==> config.mk <==
export PLATFORM = sky130hd
export DESIGN_NAME = serial_parallel_aligner
export DESIGN_NICKNAME = d
export VERILOG_FILES = /design/src/rtl/serial_parallel_aligner.sv
export SDC_FILE = /design/constraint.sdc
export NUM_CORES = 1
export LEC_CHECK = 0
export ABC_CLOCK_PERIOD_IN_PS = 2300
export CORE_MARGIN = 2
export CORE_UTILIZATION = 50
export CTS_CLUSTER_SIZE = 8
export DETAILED_ROUTE_END_ITERATION = 8
export MAX_ROUTING_LAYER = met4
export PLACE_DENSITY = 0.74
export SLEW_MARGIN = 30
export SYNTH_ARGS = -nofsm -noshare
export SYNTH_HDL_FRONTEND = slang
export SYNTH_SLANG_ARGS = --single-unit
==> constraint.sdc <==
create_clock -name clk_32f -period 2.3 [get_ports clk_32f]
set_input_delay 0.345 -clock clk_32f [delete_from_list [all_inputs] [get_ports clk_32f]]
set_output_delay 0.345 -clock clk_32f [all_outputs]
set_load 0.03 [all_outputs]
==> src/rtl/serial_parallel_aligner.sv <==
// Serial-to-parallel deserializer that finds COM symbols at any bit offset and locks word alignment.
// Latency: one register stage, so outputs update immediately after the edge that samples a word's last bit.
// Backpressure: none; the lane runs at bit rate and each word is offered for one cycle with valid_out.
//
// Ports:
//   clk_32f   - bit-rate clock, all state updates on the rising edge
//   reset     - asynchronous active-low reset
//   data_in   - serial input, MSB of each word first
//   data_out  - last completed word seen while locked (registered)
//   valid_out - one-cycle pulse: data_out holds a new non-COM word
//   com_det   - one-cycle pulse: an aligned COM just completed
//   locked    - high while word alignment is locked
module serial_parallel_aligner #(
    parameter int               WIDTH      = 8,
    parameter logic [WIDTH-1:0] COM        = 8'hBC,
    parameter int               LOCK_COUNT = 4,
    parameter int               MAX_GAP    = 16
) (
    input  logic             clk_32f,
    input  logic             reset,
    input  logic             data_in,
    output logic [WIDTH-1:0] data_out,
    output logic             valid_out,
    output logic             com_det,
    output logic             locked
);

    localparam int CNT_MAX = (LOCK_COUNT > MAX_GAP) ? LOCK_COUNT : MAX_GAP;
    localparam int CW      = $clog2(CNT_MAX + 1);
    localparam int BW      = $clog2(WIDTH);

    localparam logic [BW-1:0] BIT_LAST = BW'(WIDTH - 1);
    localparam logic [CW-1:0] COM_LAST = CW'(LOCK_COUNT - 1);
    localparam logic [CW-1:0] GAP_LAST = CW'((MAX_GAP > 0) ? (MAX_GAP - 1) : 0);

    typedef enum logic [1:0] {
        HUNT   = 2'd0,
        SYNC   = 2'd1,
        LOCKED = 2'd2
    } state_t;

    state_t           state_q, state_d;
    // The oldest bit of the shift window is never needed after the shift,
    // so only WIDTH-1 history bits are stored.
    logic [WIDTH-2:0] sr_q, sr_d;
    logic [BW-1:0]    bit_cnt_q, bit_cnt_d;
    logic [CW-1:0]    com_cnt_q, com_cnt_d;
    logic [CW-1:0]    gap_cnt_q, gap_cnt_d;
    logic [WIDTH-1:0] data_out_q, data_out_d;
    logic             valid_out_q, valid_out_d;
    logic             com_det_q, com_det_d;
    logic             locked_q, locked_d;

    logic [WIDTH-1:0] nxt;
    logic             is_com;
    logic             boundary;

    always_comb begin
        nxt         = {sr_q, data_in};
        is_com      = (nxt == COM);
        boundary    = (bit_cnt_q == BIT_LAST);

        sr_d        = nxt[WIDTH-2:0];
        bit_cnt_d   = boundary ? '0 : bit_cnt_q + 1'b1;
        com_cnt_d   = com_cnt_q;
        gap_cnt_d   = gap_cnt_q;
        data_out_d  = data_out_q;
        valid_out_d = 1'b0;
        com_det_d   = 1'b0;
        state_d     = state_q;

        case (state_q)
            HUNT: begin
                // Every edge is a candidate boundary; the counter is only
                // meaningful once a COM has fixed the word phase.
                bit_cnt_d = '0;
                if (is_com) begin
                    com_cnt_d = CW'(1);
                    com_det_d = 1'b1;
                    gap_cnt_d = '0;
                    state_d   = (LOCK_COUNT == 1) ? LOCKED : SYNC;
                end
            end
            SYNC: begin
                if (boundary) begin
                    if (is_com) begin
                        com_det_d = 1'b1;
                        com_cnt_d = com_cnt_q + 1'b1;
                        if (com_cnt_q == COM_LAST) begin
                            state_d   = LOCKED;
                            gap_cnt_d = '0;
                        end
                    end else begin
                        // Misaligned guess: fall back and hunt from the next bit.
                        state_d   = HUNT;
                        com_cnt_d = '0;
                        bit_cnt_d = '0;
                    end
                end
            end
            LOCKED: begin
                if (boundary) begin
                    if (is_com) begin
                        data_out_d = nxt;
                        com_det_d  = 1'b1;
                        gap_cnt_d  = '0;
                    end else if ((MAX_GAP != 0) && (gap_cnt_q == GAP_LAST)) begin
                        // Too long without a COM: the word that trips the
                        // limit is dropped rather than forwarded.
                        state_d   = HUNT;
                        com_cnt_d = '0;
                        gap_cnt_d = '0;
                        bit_cnt_d = '0;
                    end else begin
                        data_out_d  = nxt;
                        valid_out_d = 1'b1;
                        if (MAX_GAP != 0) begin
                            gap_cnt_d = gap_cnt_q + 1'b1;
                        end
                    end
                end
            end
            default: begin
                state_d   = HUNT;
                com_cnt_d = '0;
                gap_cnt_d = '0;
                bit_cnt_d = '0;
            end
        endcase

        locked_d = (state_d == LOCKED);
    end

    always_ff @(posedge clk_32f or negedge reset) begin
        if (!reset) begin
            state_q     <= HUNT;
            sr_q        <= '0;
            bit_cnt_q   <= '0;
            com_cnt_q   <= '0;
            gap_cnt_q   <= '0;
            data_out_q  <= '0;
            valid_out_q <= 1'b0;
            com_det_q   <= 1'b0;
            locked_q    <= 1'b0;
        end else begin
            state_q     <= state_d;
            sr_q        <= sr_d;
            bit_cnt_q   <= bit_cnt_d;
            com_cnt_q   <= com_cnt_d;
            gap_cnt_q   <= gap_cnt_d;
            data_out_q  <= data_out_d;
            valid_out_q <= valid_out_d;
            com_det_q   <= com_det_d;
            locked_q    <= locked_d;
        end
    end

    assign data_out  = data_out_q;
    assign valid_out = valid_out_q;
    assign com_det   = com_det_q;
    assign locked    = locked_q;

endmodule

## Word level (Yosys, flattened, before mapping)

Cells that the tools add are included.

- Magnitude comparators: 0
- Equality and inequality tests: 15
- Mux-type cells: 39
- Multiply operators: 0
- Bitwise operators: 0
- Divide/modulo/power cells: 0
- Shift operators: 0
- $add $sub $neg: 3
- Reduce and logical (&&, ||, !) cells: 5

Operators with widths:

| operator | number |
|---|---|
| 5-bit two-way mux | 13 |
| 5-bit case mux with 3 select lines | 2 |
| 3-bit two-way mux | 6 |
| 8-bit two-way mux | 2 |
| 2-bit != test (second input constant) | 8 |
| 2-bit two-way mux | 7 |
| 5-bit by 1-bit adder with 5-bit output (second input constant) | 2 |
| 5-bit AND reduction | 2 |
| 8-bit == test (second input constant) | 1 |
| 1-bit two-way mux | 6 |
| 2-bit case mux with 3 select lines | 1 |
| 3-bit case mux with 2 select lines | 1 |
| 5-bit by 2-bit == test with 1-bit output (second input constant) | 1 |
| 5-bit by 4-bit == test with 1-bit output (second input constant) | 1 |
| 2-bit == test (second input constant) | 2 |
| 3-bit by 1-bit adder with 3-bit output (second input constant) | 1 |
| 3-bit == test (second input constant) | 1 |
| 3-bit AND reduction | 1 |
| 2-bit by 1-bit == test with 1-bit output (second input constant) | 1 |
| 2-bit logical NOT | 1 |
| 1-bit case mux with 2 select lines | 1 |
| 2-bit OR reduction | 1 |

- Latch bits: 0
- Memories: 0
- Bits in writable memories: 0
- ROM bits: 0
- Word-level logic and storage cells: 71
- Register bits after elaboration: 33
- Output and inout port bits: 11

## Depth between registers and ports, before layout

Gate-level depths: netlist of run 1.

- Depth after elaboration: 6
- Mapped depth: 8

## Worst setup path before layout of run 1

OpenSTA, ideal clock, no wires.

- Kind: reg-to-reg
- From: register sr_q[5]
- To: register com_cnt_q[2]
- Path buffers: 1
- Path slack: -113 ps
- Cell stages (with the launch flop): 7
- Required time: 2179 ps
- Period minus slack after synthesis: 2413 ps
- Arrival: 2292 ps
- Path through: dfrtp_1 -> or4b_4 -> or2_1 -> buf_6 -> a222oi_1 -> o21ai_1 -> a22o_1

- Cells in the longest elaborated chain, start to end: 4
- Elaborated cells on any way between the ends: 7
- Those cells by class: 3 x eq/ne; 3 x mux; 1 x reduce/logical

RTL lines:

| element | line | source |
|---|---|---|
| start: declaration | 45 | `logic [WIDTH-2:0] sr_q, sr_d;` |
| start signal: assignment | 147 | `sr_q <= sr_d;` |
| 8-bit == test * | 60 | `is_com = (nxt == COM);` |
| 5-bit two-way mux | 86 | `if (is_com) begin` |
| 5-bit two-way mux | 85 | `if (boundary) begin` |
| 5-bit case mux with 3 select lines | 72 | `case (state_q)` |
| end signal: assignment | 149 | `com_cnt_q <= com_cnt_d;` |
| end: declaration | 47 | `logic [CW-1:0] com_cnt_q, com_cnt_d;` |

Every way passes the cells marked *; elsewhere a longest branch is shown, timed or not. The select of a mux whose other input is x is not followed.
A chain may end at the register's enable or synchronous reset.

## Worst setup path after layout of run 1

- From: input data_in
- To: register locked_q, in the netlist locked

- Cells in the longest elaborated chain, start to end: 5
- Elaborated cells on any way between the ends: 8
- Those cells by class: 2 x eq/ne; 6 x mux

RTL lines:

| element | line | source |
|---|---|---|
| start: declaration | 21 | `input logic data_in,` |
| 8-bit == test * | 60 |  |
| 2-bit two-way mux, on equally long branches | 103, 86 |  |
| 2-bit two-way mux, on equally long branches | 102, 85 |  |
| 2-bit case mux with 3 select lines * | 72 |  |
| via state_d[1] | 42 | `state_t state_q, state_d;` |
| 2-bit == test * | 131 | `locked_d = (state_d == LOCKED);` |
| via locked_d | 52 | `logic locked_q, locked_d;` |
| end signal: assignment | 154 | `locked_q <= locked_d;` |
| end: declaration | 52 |  |

The timed path passes the listed nets; every way through them passes the cells marked *.

==> impl.org, run 1 <==
** Outcome
- The run finished with clean final reports.

** Cells and area
- Post-layout instance count excluding filler cells :: 184
- Relative area change from synthesis to final layout :: 21.8%
- Finished Core Util :: 64.8%
- Number of diodes :: 0
- Highest-count cells in the layout ignoring fill and taps :: dfrtp_1, buf_4, clkdlybuf4s50_1
- The net count of the finished layout is 163.
- Fraction of final layout cells sized beyond drive strength 1 :: 24.8%
- Leaving out fill and tap cells, the most frequent cell in the layout is dfrtp_1.

** Floorplanning
- For this configuration, the core starts out at a cell density of 53.2%.
- Die Width :: 58.4 um
- The floorplan has 19 rows.
- Area of the core :: 2780 um2
- From bottom edge to top edge, the die measures 58.4 um.
- In this run the count of I/O pins placed on the die edge is 14.
- The die covers 3410 um2.

** Yosys
- Portion of the post-synthesis area used by sequential elements :: 55.8%
- The number of different library cells used by synthesis comes to 35.
- The mapped netlist covers 1480 um2.
- Syn_nets :: 133
- Yosys reg bits :: 33
- Average footprint of a synthesized cell :: 12.1 um2
- Biggest area contributors in the synthesized netlist :: dfrtp_1, mux2_2, ha_1
- During synthesis, Yosys emitted a total of 0 warnings.
- Synthesis produced 122 cells.
- The synthesized design devotes to its leading area cell type 55.8% of total area.
- Of all cell types, the one taking the most synthesized area is dfrtp_1.

** STA
- In this run the tightest slew margin relative to its limit is 72.8%.
- The number of max-slew violations in the final report is 0.
- On the final layout, the worst hold slack is 0.396 ns.
- Count of final hold-check violations :: 0
- For the pin with the worst max-slew slack, the measured transition is 0.408 ns.
- Maximum clock rate :: 0.453 GHz
- Setup violations remaining at the end of the flow were counted as 0.
- Worst Setup Slack, final :: 0.0948 ns
- Worst setup skew after layout :: 0.00454 ns
- Post-route minimum period :: 2.21 ns
- Dividing the final minimum period by the clock period gives 95.9%.

** CTS
- The clock tree synthesis step divided the H-tree into 2 levels.
- Clock tree synthesis found a total of 33 sinks.
- After clock tree synthesis, the clock-pin slew on the worst setup and hold paths is 0.09 ns.
- TritonCTS built the clock tree.
- CTS Root Cell :: clkbuf_4
- Maximum root-to-sink buffer count :: 2
- Number of CTS-inserted buffers :: 5
- Insertion delay of the later-clocked pin in the worst-skew pair :: 0.34 ns

** Drt
- After detailed routing, the number of remaining DRC violations is 0.
- After the first detailed-routing iteration, the DRC count stood at 53.
- WL per Instance :: 14.9 um
- ANT nets after route :: 0
- Via count :: 1052
- After detailed routing, the number of vias per cell comes to 5.72.
- For this block, the routed nets add up to 2740 um of wire.
- Before antenna repair, the detailed router went through 4 iterations.

** Pwr
- Max IR drop VDD :: 514 uV
- Total leakage power :: 0.840 nW
- Power per Cell Area :: 572 nW/um2

** GRT
- Global routing finished with a remaining overflow of 0.
- In the global route stage, overall resource usage came out at 19.6%.
- Number of antenna violations at the first check in global routing :: 0
- Busiest grt layer :: met2
- The first global-routing pass estimated 4790 um of wire.
- Entering global routing, the biggest net connects 34 pins.
- Met1 usage in global routing :: 25.4%
- For this run, global-route usage on met2 was measured as 27.6%.
- Number of global-route vias before repair :: 1027
- Fraction of met3 tracks used by global routing :: 6.81%

** Place
- Post-placement cell count :: 175
- Timing analysis after detailed placement gives a worst setup slack of -0.257 ns.
- Placer congestion estimate :: 0.916
- During placement, the flow inserted port buffers numbering 13.
- Detailed-placement wirelength estimate :: 1900 um

** Critical path
- The slowest stage of the critical path belongs to the cell or4b_4.
- For the worst setup path, the data required time is 2.57 ns.
- STA classifies the critical path endpoint as a register.
- Data arrival, critical path :: 2.47 ns
- Type of the worst setup path :: in -> reg
- The largest single stage delay on the critical path is 0.55 ns.
- Critical Path Most Common Cell :: buf_4
- The critical path goes through clkdlybuf4s50_1 -> or4b_4 -> buf_4 -> nor2_1 -> buf_4 -> nand2_1 -> a221oi_2 -> nor2b_1.
- Crit path max fanout :: 5
- Setup crit start kind :: primary input

** Run
- Number of max-cap violations :: 0

** Min path
- The worst hold path belongs to the class in -> async.
-- cells by family after synthesis --
family / synth area share, %
buf+inv: 3.81
flops: 55.8
fa+ha+maj: 6.77
compound gates: 14.3
simple gates: 11.8
mux: 7.53
-- cell usage after synthesis, drive strengths merged --
cell type  instances
mux2               9
nor3b              2
a22o               2
nand3              2
nor4               1
or4b               1
a21oi              3
o21ai              4
nor2b              2
or2                1
a31o               2
and3               1
nand2              7
a41oi              2
o211ai             2
clkbuf             4
a31oi              3
mux2i              1
o21a               3
and4b              1
nand4              3
a211o              2
a221oi             1
ha                 8
nor3               4
nor2               2
a311oi             1
inv                8
and2               2
dfrtp             33
buf                1
nor4b              1
o22ai              1
a222oi             2
-- worst max-delay path: cells and delay by family --
kind,cells,cell delay [ns]
AO/OA/AOI/OAI,1,0.31
buffers and inverters,3,0.75
AND/OR/NAND/NOR,4,1.06
-- where the power goes --
group          internal [mW]  switching [mW]  leakage [nW]
clock network          0.115           0.193        0.0310
logic                 0.0431          0.0582         0.372
registers              0.601          0.0204         0.437
-- final timing paths --
kind	from	to	slack, ns	cells after the start
worst max register to register	sr_q[0]	locked	0.16	7
min in group clk_32f	sr_q[4]	sr_q[5]	0.41	0
max in group asynchronous	reset	com_cnt_q[1]	1.61	2
worst max-delay path	data_in	locked	0.09	8
worst min register to register	sr_q[4]	sr_q[5]	0.41	0
worst min-delay path	reset	com_cnt_q[4]	0.40	2
-- sequential cells by signal, summed over array words and instances (netlist names) --
name       flops
data_out       8
sr_q           7
com_cnt_q      5
gap_cnt_q      5
bit_cnt_q      3
state_q        2
com_det        1
locked         1
valid_out      1
-- through the flow --
step | total power, mW | cell area, um2 | TNS (ns)
2_1_floorplan | 0.686 | 1480 | -0.0815
3_3_place_gp | 0.726 | 1730 | -2.23
3_5_place_dp | 0.732 | 1730 | -3.01
4_1_cts | 1.04 | 1780 | 0
5_1_grt | 1.09 | 1800 | -0.000387
6_report | 1.03 | 1800 | 0
-- repair_timing --
item,CTS,global route
buffers inserted,0,1
hold buffers,0,0
endpoints found under the setup margin,0,5
gates resized for setup,0,2
-- per-layer routing --
metal / vias up / wire length, um
met2: 22 / 1290
met1: 511 / 1260
met5: - / 0
met4: 0 / 50
li1: 511 / -
met3: 8 / 131
-- layout make-up --
class	instances	area, um2
well taps	31	38.8
flip-flops and latches	33	826
clock buffers	5	37.5
inverters	8	30.0
clock inverters	3	17.5
multi-input cells	76	609
repair buffers	28	243
fillers	206	980
No activity file was read; power rests on OpenSTA's default activity.
==> run 2: changes to the inputs <==
CORE_MARGIN = not set   (was 2)
==> run 2 against run 1 <==
  * Register-to-register slack hardly changed
  * Global-route usage is 0.65 points higher
  * Combinational power hardly changed
  * Die area is 6.7% lower
  * Largest cell class unchanged
  * Non-clock buffer count stayed put
  * Highest routed layer unchanged
  * Total power is 13% higher
  * Final area is 1.3% higher
  * Critical path type unchanged
==> impl.org, run 2 (synthesis results as in run 1) <==
** Outcome
- Status :: finished clean

** Critical path
- Path depth of the worst reg2reg path :: 7
- Counting both buffers and inverters, the worst setup path holds a total of 3.
- The largest single stage delay on the critical path is 0.56 ns.
- The critical path crosses 8 cells after its start point.
- In this run the worst path has a maximum fanout of 5.
- The kind of cell with the highest combined delay along the critical path is simple AND/OR/NAND/NOR gates.
- The worst setup path is captured at a register.
- Data on the critical path arrives at its endpoint at 2.46 ns.
- Required time at the worst-slack endpoint :: 2.54 ns
- The critical path is of the in -> reg type.
- Traced cell by cell, the critical path runs through clkdlybuf4s50_1 -> or4b_4 -> or2_1 -> buf_4 -> nor4_1 -> buf_4 -> a41oi_1 -> a31oi_1.
- Among all stages on the critical path, the largest delay is contributed by or4b_4.
- By instance count, the cell type seen most on the critical path is buf_4.
- STA classifies the critical path startpoint as a primary input.

** Cells and area
- Relative to the synthesized area, the layout overhead comes to 23.4%.
- Leaving out fill and tap cells, the most frequent cells in the layout are dfrtp_1, buf_4, clkdlybuf4s50_1.
- The number of antenna diodes in the final layout is 0.
- Post-layout instance count excluding filler cells :: 184
- Final #Nets :: 163
- The post-route netlist has 23.5% of its cells at a drive strength greater than 1.
- Commonest non-fill, non-tap cell in the layout :: dfrtp_1
- Finished Core Util :: 65.6%
- Number of fillers in the final layout :: 201
- The register with the most flip-flops in the layout has 8 of them.

** CTS
- Clock H-tree levels :: 2
- Clock tree synthesis selected as its root buffer the cell clkbuf_4.
- Insertion delay of the later-clocked pin in the worst-skew pair :: 0.33 ns
- TritonCTS built the clock tree.
- After clock tree synthesis, the setup repair step added 0 buffers.
- TritonCTS created 5 clock buffers.
- Cts-stage hold buffer count :: 0
- Clock tree synthesis found a total of 33 sinks.
- Maximum root-to-sink buffer count :: 2
- Clock-pin slew was measured on the worst setup and hold paths at 0.10 ns.

** GRT
- For met3 alone, demand over resource in global routing was 5.07%.
- Aggregate global routing overflow :: 0
- Number of antenna violations at the first check in global routing :: 0
- For this run, global-route usage on met2 was measured as 31.1%.
- Wire length of the first global-routing pass :: 4730 um
- Global routing used 20.2% of the available tracks.
- Entering global routing, the biggest net connects 34 pins.
- The number of global-route vias before repair is 1104.
- Busiest grt layer :: met2
- In the global route stage, met1 resource usage came out at 24.8%.

** Pwr
- Power per Cell Area :: 638 nW/um2
- The analysis attributes to cell leakage a power of 0.856 nW.
- Across the VDD grid, the largest voltage drop is 678 uV.
- Total power after layout :: 1.17 mW

** STA
- RSZ-0062 raised after global routing :: false
- Post-route minimum period :: 2.22 ns
- Count of final hold-check violations :: 0
- Fin. max-slew vios :: 0
- Setup violations remaining at the end of the flow were counted as 0.
- At the pin with the least slew margin, the transition time is 0.398 ns.
- Relative slew margins :: 73.4%
- Period Utilization, post-route :: 96.6%
- The clock arrives with 0.0169 ns of skew.
- Derived from the worst setup path, the maximum achievable clock frequency is 0.450 GHz.
- Setup TNS :: 0 ns

** Drt
- WL per Instance :: 14.7 um
- DR DRC count :: 0
- For this block, the initial DRC count from the detailed router was 86.
- For this block, the via count after detailed routing is 1074.
- Per-cell via count in the routed design :: 5.84
- ANT nets after route :: 0
- The pre-antenna-repair detailed-routing pass consisted of 4 iterations.
- For this block, the routed nets add up to 2700 um of wire.

** Floorplanning
- Initial core utilization :: 53.2%
- The die covers 3180 um2.
- The total area inside the core boundary comes to 2780 um2.
- Num rows :: 19
- Die Width :: 56.4 um
- The die is 56.4 um tall.
- Pin placement for this block handled 14 I/O pins.

** Place
- Port buffering added 13 buffers.
- The HPWL after detailed placement is 1910 um.
- Post-placement cell count :: 176
- Routability-driven placement finished with a final weighted congestion of 0.864.

** Min path
- The tightest min-delay check is of the in -> async type.

** Run
- Number of max-cap violations :: 0
## run 2: where the power goes
group | switching [mW] | leakage, nW | internal, mW
registers | 0.0199 | 0.437 | 0.601
logic | 0.0572 | 0.373 | 0.0444
clock network | 0.183 | 0.0455 | 0.260
## run 2: metrics by stage
stage / hold slack, ns / setup slack [ns] / instance area [um2]
final: 0.395 / 0.0781 / 1830
after global routing: 0.419 / 0.0156 / 1830
after CTS: 0.397 / 0.121 / 1820
after detailed placement: 0.389 / -0.250 / 1730
after global placement: 0.386 / -0.185 / 1730
after floorplan: 0.0494 / -0.0624 / 1480
## run 2: metal layers
metal / part of all wire (%) / vias up
li1: - / 519
met1: 46 / 517
met2: 48 / 32
met3: 4.5 / 6
met4: 1.4 / 0
met5: 0 / -
## run 2: cell type report
type	instances	area, um2	share of cell area, %
clock buffers	7	55.1	3.02
inverters	8	30.0	1.64
clock inverters	1	30.0	1.64
well taps	31	38.8	2.12
flip-flops and latches	33	826	45.2
multi-input cells	76	603	33.0
repair buffers	28	243	13.3
## run 2: what timing repair did
item                       CTS  global route
hold endpoints to repair     0             0
gates resized for setup      0             1
setup endpoints to repair    0             4
## run 2: worst paths after layout
path	slack, ns	startpoint	to
max reg2reg	0.17	sr_q[0]	com_cnt_q[3]
max in group asynchronous	1.60	reset	com_cnt_q[4]
max	0.08	data_in	com_cnt_q[3]
min reg2reg	0.40	sr_q[4]	sr_q[5]
min	0.39	reset	com_cnt_q[2]
min in group clk_32f	0.40	sr_q[4]	sr_q[5]
